$ cat src/rtl/alu_shift_sched.sv
// alu_shift_sched
//   Shares one serial left-shift unit between two requesters and returns
//   res_y = (A << B) mod 2^OW, with A zero-extended to OW bits. A round-robin
//   arbiter picks a requester while IDLE. The shift then runs for exactly B
//   cycles, with no early exit. The result is held in DONE until the consumer
//   takes it.
//
// Parameters
//   W   operand width
//   OW  result width, must be 2*W
//
// Ports
//   clk        rising-edge clock
//   rst        asynchronous active-high reset
//   req_valid  per-requester request valid (bit i = requester i)
//   req_ready  per-requester accept, one-hot or zero, only while IDLE
//   req0_a/b   requester 0 operands
//   req1_a/b   requester 1 operands
//   res_valid  result valid (DONE state)
//   res_ready  consumer accepts result
//   res_y      shift result (tracks the accumulator outside DONE)
//   res_id     requester that owns res_y
//   busy       FSM is not IDLE
module alu_shift_sched #(
  parameter int W  = 4,
  parameter int OW = 2 * W
) (
  input  logic          clk,
  input  logic          rst,
  input  logic [1:0]    req_valid,
  output logic [1:0]    req_ready,
  input  logic [W-1:0]  req0_a,
  input  logic [W-1:0]  req0_b,
  input  logic [W-1:0]  req1_a,
  input  logic [W-1:0]  req1_b,
  output logic          res_valid,
  input  logic          res_ready,
  output logic [OW-1:0] res_y,
  output logic          res_id,
  output logic          busy
);

  typedef enum logic [1:0] {
    IDLE  = 2'd0,
    SHIFT = 2'd1,
    DONE  = 2'd2
  } state_t;

  state_t        state;
  logic [OW-1:0] acc;
  logic [W-1:0]  cnt;
  logic          last;   // index of the requester served most recently
  logic [1:0]    grant;
  logic          gsel;
  logic          accept;

  // Round-robin: on contention the requester that was not served last wins.
  always_comb begin
    grant = '0;
    unique case (req_valid)
      2'b01:   grant = 2'b01;
      2'b10:   grant = 2'b10;
      2'b11:   grant = last ? 2'b01 : 2'b10;
      default: grant = '0;
    endcase
  end

  assign gsel      = grant[1];
  assign req_ready = (state == IDLE && !rst) ? grant : '0;
  assign accept    = |(req_valid & req_ready);
  assign res_y     = acc;

  always_ff @(posedge clk or posedge rst) begin
    if (rst) begin
      state     <= IDLE;
      acc       <= '0;
      cnt       <= '0;
      last      <= 1'b1;
      res_id    <= 1'b0;
      res_valid <= 1'b0;
      busy      <= 1'b0;
    end else begin
      unique case (state)
        IDLE: begin
          if (accept) begin
            acc    <= {{(OW-W){1'b0}}, (gsel ? req1_a : req0_a)};
            cnt    <= gsel ? req1_b : req0_b;
            res_id <= gsel;
            last   <= gsel;
            busy   <= 1'b1;
            state  <= SHIFT;
          end
        end
        SHIFT: begin
          // The cnt==0 edge is the extra cycle that gives B+1 latency.
          if (cnt != '0) begin
            acc <= acc << 1;
            cnt <= cnt - 1'b1;
          end else begin
            res_valid <= 1'b1;
            state     <= DONE;
          end
        end
        DONE: begin
          if (res_ready) begin
            res_valid <= 1'b0;
            busy      <= 1'b0;
            state     <= IDLE;
          end
        end
        default: begin
          res_valid <= 1'b0;
          busy      <= 1'b0;
          state     <= IDLE;
        end
      endcase
    end
  end

endmodule
$ cat config.mk
export PLATFORM = sky130hd
export DESIGN_NAME = alu_shift_sched
export DESIGN_NICKNAME = d
export VERILOG_FILES = /design/src/rtl/alu_shift_sched.sv
export SDC_FILE = /design/constraint.sdc
export NUM_CORES = 1
export LEC_CHECK = 0
export CORE_UTILIZATION = 45
export CTS_CLUSTER_SIZE = 12
export DETAILED_ROUTE_END_ITERATION = 10
export MAX_ROUTING_LAYER = met4
export PLACE_DENSITY = 0.84
export SLEW_MARGIN = 20
export SYNTH_ARGS = -nofsm -noshare
export SYNTH_HDL_FRONTEND = slang
export SYNTH_SLANG_ARGS = --single-unit
$ cat constraint.sdc
create_clock -name clk -period 4.86 [get_ports clk]
set_input_delay 0.972 -clock clk [delete_from_list [all_inputs] [get_ports clk]]
set_output_delay 0.972 -clock clk [all_outputs]
set_load 0.01 [all_outputs]
==> metrics.md <==
| Metric | Value |
|---|---|
| Run status | `finished, final reports clean` |
| Critical path type | `primary input to output port` |
| Worst slew pin tran | `0.674 ns` |
| DR vias | `847` |
| Switching power | `0.325 mW` |
| Root Buffer | `clkbuf_4` |
| Seq cells post-synth | `18` |
| DP Worst Slack | `1.26 ns` |
| WP data required | `3.89 ns` |
| Clk_lat worst skew | `0.29 ns` |
| Max rail drop VDD | `0.375 mV` |
| # DRC | `0` |
| Core area | `0.00196 mm2` |
| Post-CTS Setup Bufs | `0` |
| Worst flop-to-flop path endpoint | `res_y[3]` |
| Start of the worst register-to-register path | `cnt[0]` |
| Avg Inst Size Synth | `10.8 um2` |
| Row cnt | `16` |
| Setup_tns | `0 ns` |
| Clock-pin slew on the worst setup and hold paths | `0.10 ns` |
| I/O Buffers | `33` |
| Crit. End Element | `output port` |
| Lkg Pwr | `0.580 nW` |
| Initial DRC Count | `27` |
| Reg2reg path depth | `7` |
| Die Area | `0.00227 mm2` |
| Largest net degree at the start of global routing | `19` |
| Layout cells sized above 1 | `8.94%` |
| Post-layout nets | `146` |
| Sequential power share | `36.2%` |
| Sink Count | `18` |
| CP endpoint | `req_ready[1]` |
| Chip height | `47.6 um` |
| Min Tclk post-route | `3.65 ns` |
| Total gr overflow | `0` |
| RSZ-0062 raised after global routing | `no` |
| CP startpoint | `req_valid[1]` |
| Post-Syn Nets | `109` |
| Routed wire length | `2180 um` |
| P_int | `0.498 mW` |
| PostCTS Resize Cnt | `0` |
| Startpoint Class | `primary input` |
| Data arrival time of the worst path | `2.67 ns` |
| Final Hold Viols | `0` |
| Clock network power share | `11.2%` |
| Syn Std Cell Area | `937 um2` |
| GR Util All Layers | `22.2%` |
| Clock skew | `0.000903 ns` |
| Final Cycle Share | `75.0%` |
| Detail Route Antenna Nets | `0` |
| Pre-antenna DRT Iters | `4` |
| CTS tree | `yes` |
| Setup violators final | `0` |
| Vias per std cell | `5.65` |
| PwrDens | `619 mW/mm2` |
| Initial Util | `47.8%` |
| CP max FO | `9` |
| MaxCap Viol Count | `0` |
| CTS buffer count | `3` |
| Slew margin rel. | `55.0%` |
| Horiz. Die Dim | `47.6 um` |
| Area growth syn-to-layout | `41.8%` |
| Final Slew Violations | `0` |
| Worst hold path type | `flop to flop` |
| ANT cells | `0` |
| Cell variety after synth | `33` |
| IO Count | `34` |
| Sw Ratio | `39.5%` |
| Fmax | `0.274 GHz` |
| Max Root-Sink Buffers | `2` |
| Hold-fix buffers, CTS | `0` |
| Vias in the first global route | `767` |
| DP HPWL | `1640 um` |
| First-pass GRT wire length | `3320 um` |
| Seq/Total Area, Yosys | `48.2%` |
| Final estimated routing congestion in global placement | `0.851` |
| Final Worst Setup Slack | `1.21 ns` |
| Initial antenna violation count | `0` |
| # H-tree levels | `1` |
| Gate power share | `52.6%` |
| Mapped Cells | `87` |
| Yosys warns | `0` |
| DR WL/cell | `14.6 um` |
| Reg2Reg Setup Slack | `2.84 ns` |
[final cells by class]
| type | count | area [um2] |
|---|---|---|
| clock buffers | 4 | 36.3 |
| fillers | 168 | 633 |
| inverters | 6 | 22.5 |
| multi-input cells | 61 | 447 |
| flip-flops and latches | 18 | 452 |
| well taps | 27 | 33.8 |
| repair buffers | 34 | 338 |
[cells in the final DEF, fill, tap and decap left out, types with 2 or more instances in the layout]
master / count
clkdlybuf4s50_1: 33
dfrtp_1: 17
mux2i_1: 8
nor2_1: 7
a22o_1: 6
inv_1: 6
a21oi_1: 5
o22ai_1: 4
o21ai_0: 3
clkbuf_4: 3
nand2b_1: 2
nand2_1: 2
o31ai_1: 2
nor3_1: 2
a221oi_2: 2
a21o_1: 2
[logic make-up after synthesis]
logic type | Yosys count | synth area share (%)
AOI/OAI and AO/OA | 32 | 25.8
and+or+nand+nor | 20 | 12.0
adders and majority gates | 1 | 1.33
DFF | 18 | 48.2
muxes | 8 | 8.55
buffers and inverters | 8 | 4.14
[power groups by stage]
| stage | Clock [mW] | Sequential, mW | Combinational [mW] |
|---|---|---|---|
| 6_report | 0.0925 | 0.298 | 0.433 |
| 5_1_grt | 0.102 | 0.308 | 0.475 |
| 4_1_cts | 0.0949 | 0.296 | 0.435 |
| 3_5_place_dp | 0 | 0.298 | 0.433 |
| 3_3_place_gp | 0 | 0.293 | 0.421 |
| 2_1_floorplan | 0 | 0.303 | 0.271 |
[sequential cells by signal, indices dropped and copies added, names as in the netlist]
signal	flops
res_y	8
busy	1
state	2
cnt	4
last	1
res_valid	1
res_id	1
[per-layer routing]
layer  vias to the layer above  wire length [um]  GRT usage (%)
met2                        25              1060           36.7
met5                         -                 0              -
li1                        399                 -              -
met3                         2                81           2.26
met4                         0                21           10.0
met1                       421              1020           27.4
[critical path: stages]
cell and delay, ns:
clkdlybuf4s50_1 0.55, a21boi_1 0.21, buf_4 0.24, and2_1 0.17, clkdlybuf4s50_1 0.54
[metrics by stage]
stage          instance area [um2]  hold WS (ns)  total power, mW  instances  utilization [%]
6_report                      1330         0.489            0.823        150             67.7
5_1_grt                       1330         0.522            0.884        150             67.7
4_1_cts                       1330         0.496            0.826        150             67.7
3_5_place_dp                  1290         0.468            0.731        146             65.9
3_3_place_gp                  1290         0.467            0.713        146             65.9
2_1_floorplan                  937         0.509            0.574         87                -
[cell usage after synthesis, drive strengths merged]
cell | number | area (um2)
a211o | 1 | 8.76
a21boi | 1 | 7.51
a21o | 2 | 15.0
a21oi | 5 | 25.0
a221oi | 2 | 30.0
a22o | 6 | 52.6
a31oi | 1 | 6.26
and2 | 1 | 6.26
buf | 2 | 16.3
dfrtp | 17 | 425
dfstp | 1 | 26.3
ha | 1 | 12.5
inv | 6 | 22.5
mux2i | 8 | 80.1
nand2 | 2 | 7.51
nand2b | 2 | 12.5
nand4b | 1 | 8.76
nor2 | 7 | 26.3
nor2b | 1 | 6.26
nor3 | 3 | 20.0
nor3b | 1 | 12.5
nor4 | 1 | 6.26
o211ai | 1 | 7.51
o21a | 1 | 7.51
o21ai | 3 | 15.0
o21ba | 1 | 10.0
o21bai | 1 | 7.51
o22a | 1 | 8.76
o22ai | 4 | 25.0
o31ai | 2 | 15.0
or3 | 1 | 6.26
[how the worst min path moves through the flow]
stage	from	to	slack, ns	cells after the start
floorplan	last	last	0.51	2
global placement	res_id	res_id	0.47	1
detailed placement	res_id	res_id	0.47	1
CTS	res_id	res_id	0.50	1
global route	res_id	res_id	0.52	1
finish	res_id	res_id	0.49	1
Power figures use the tool's default switching activity.
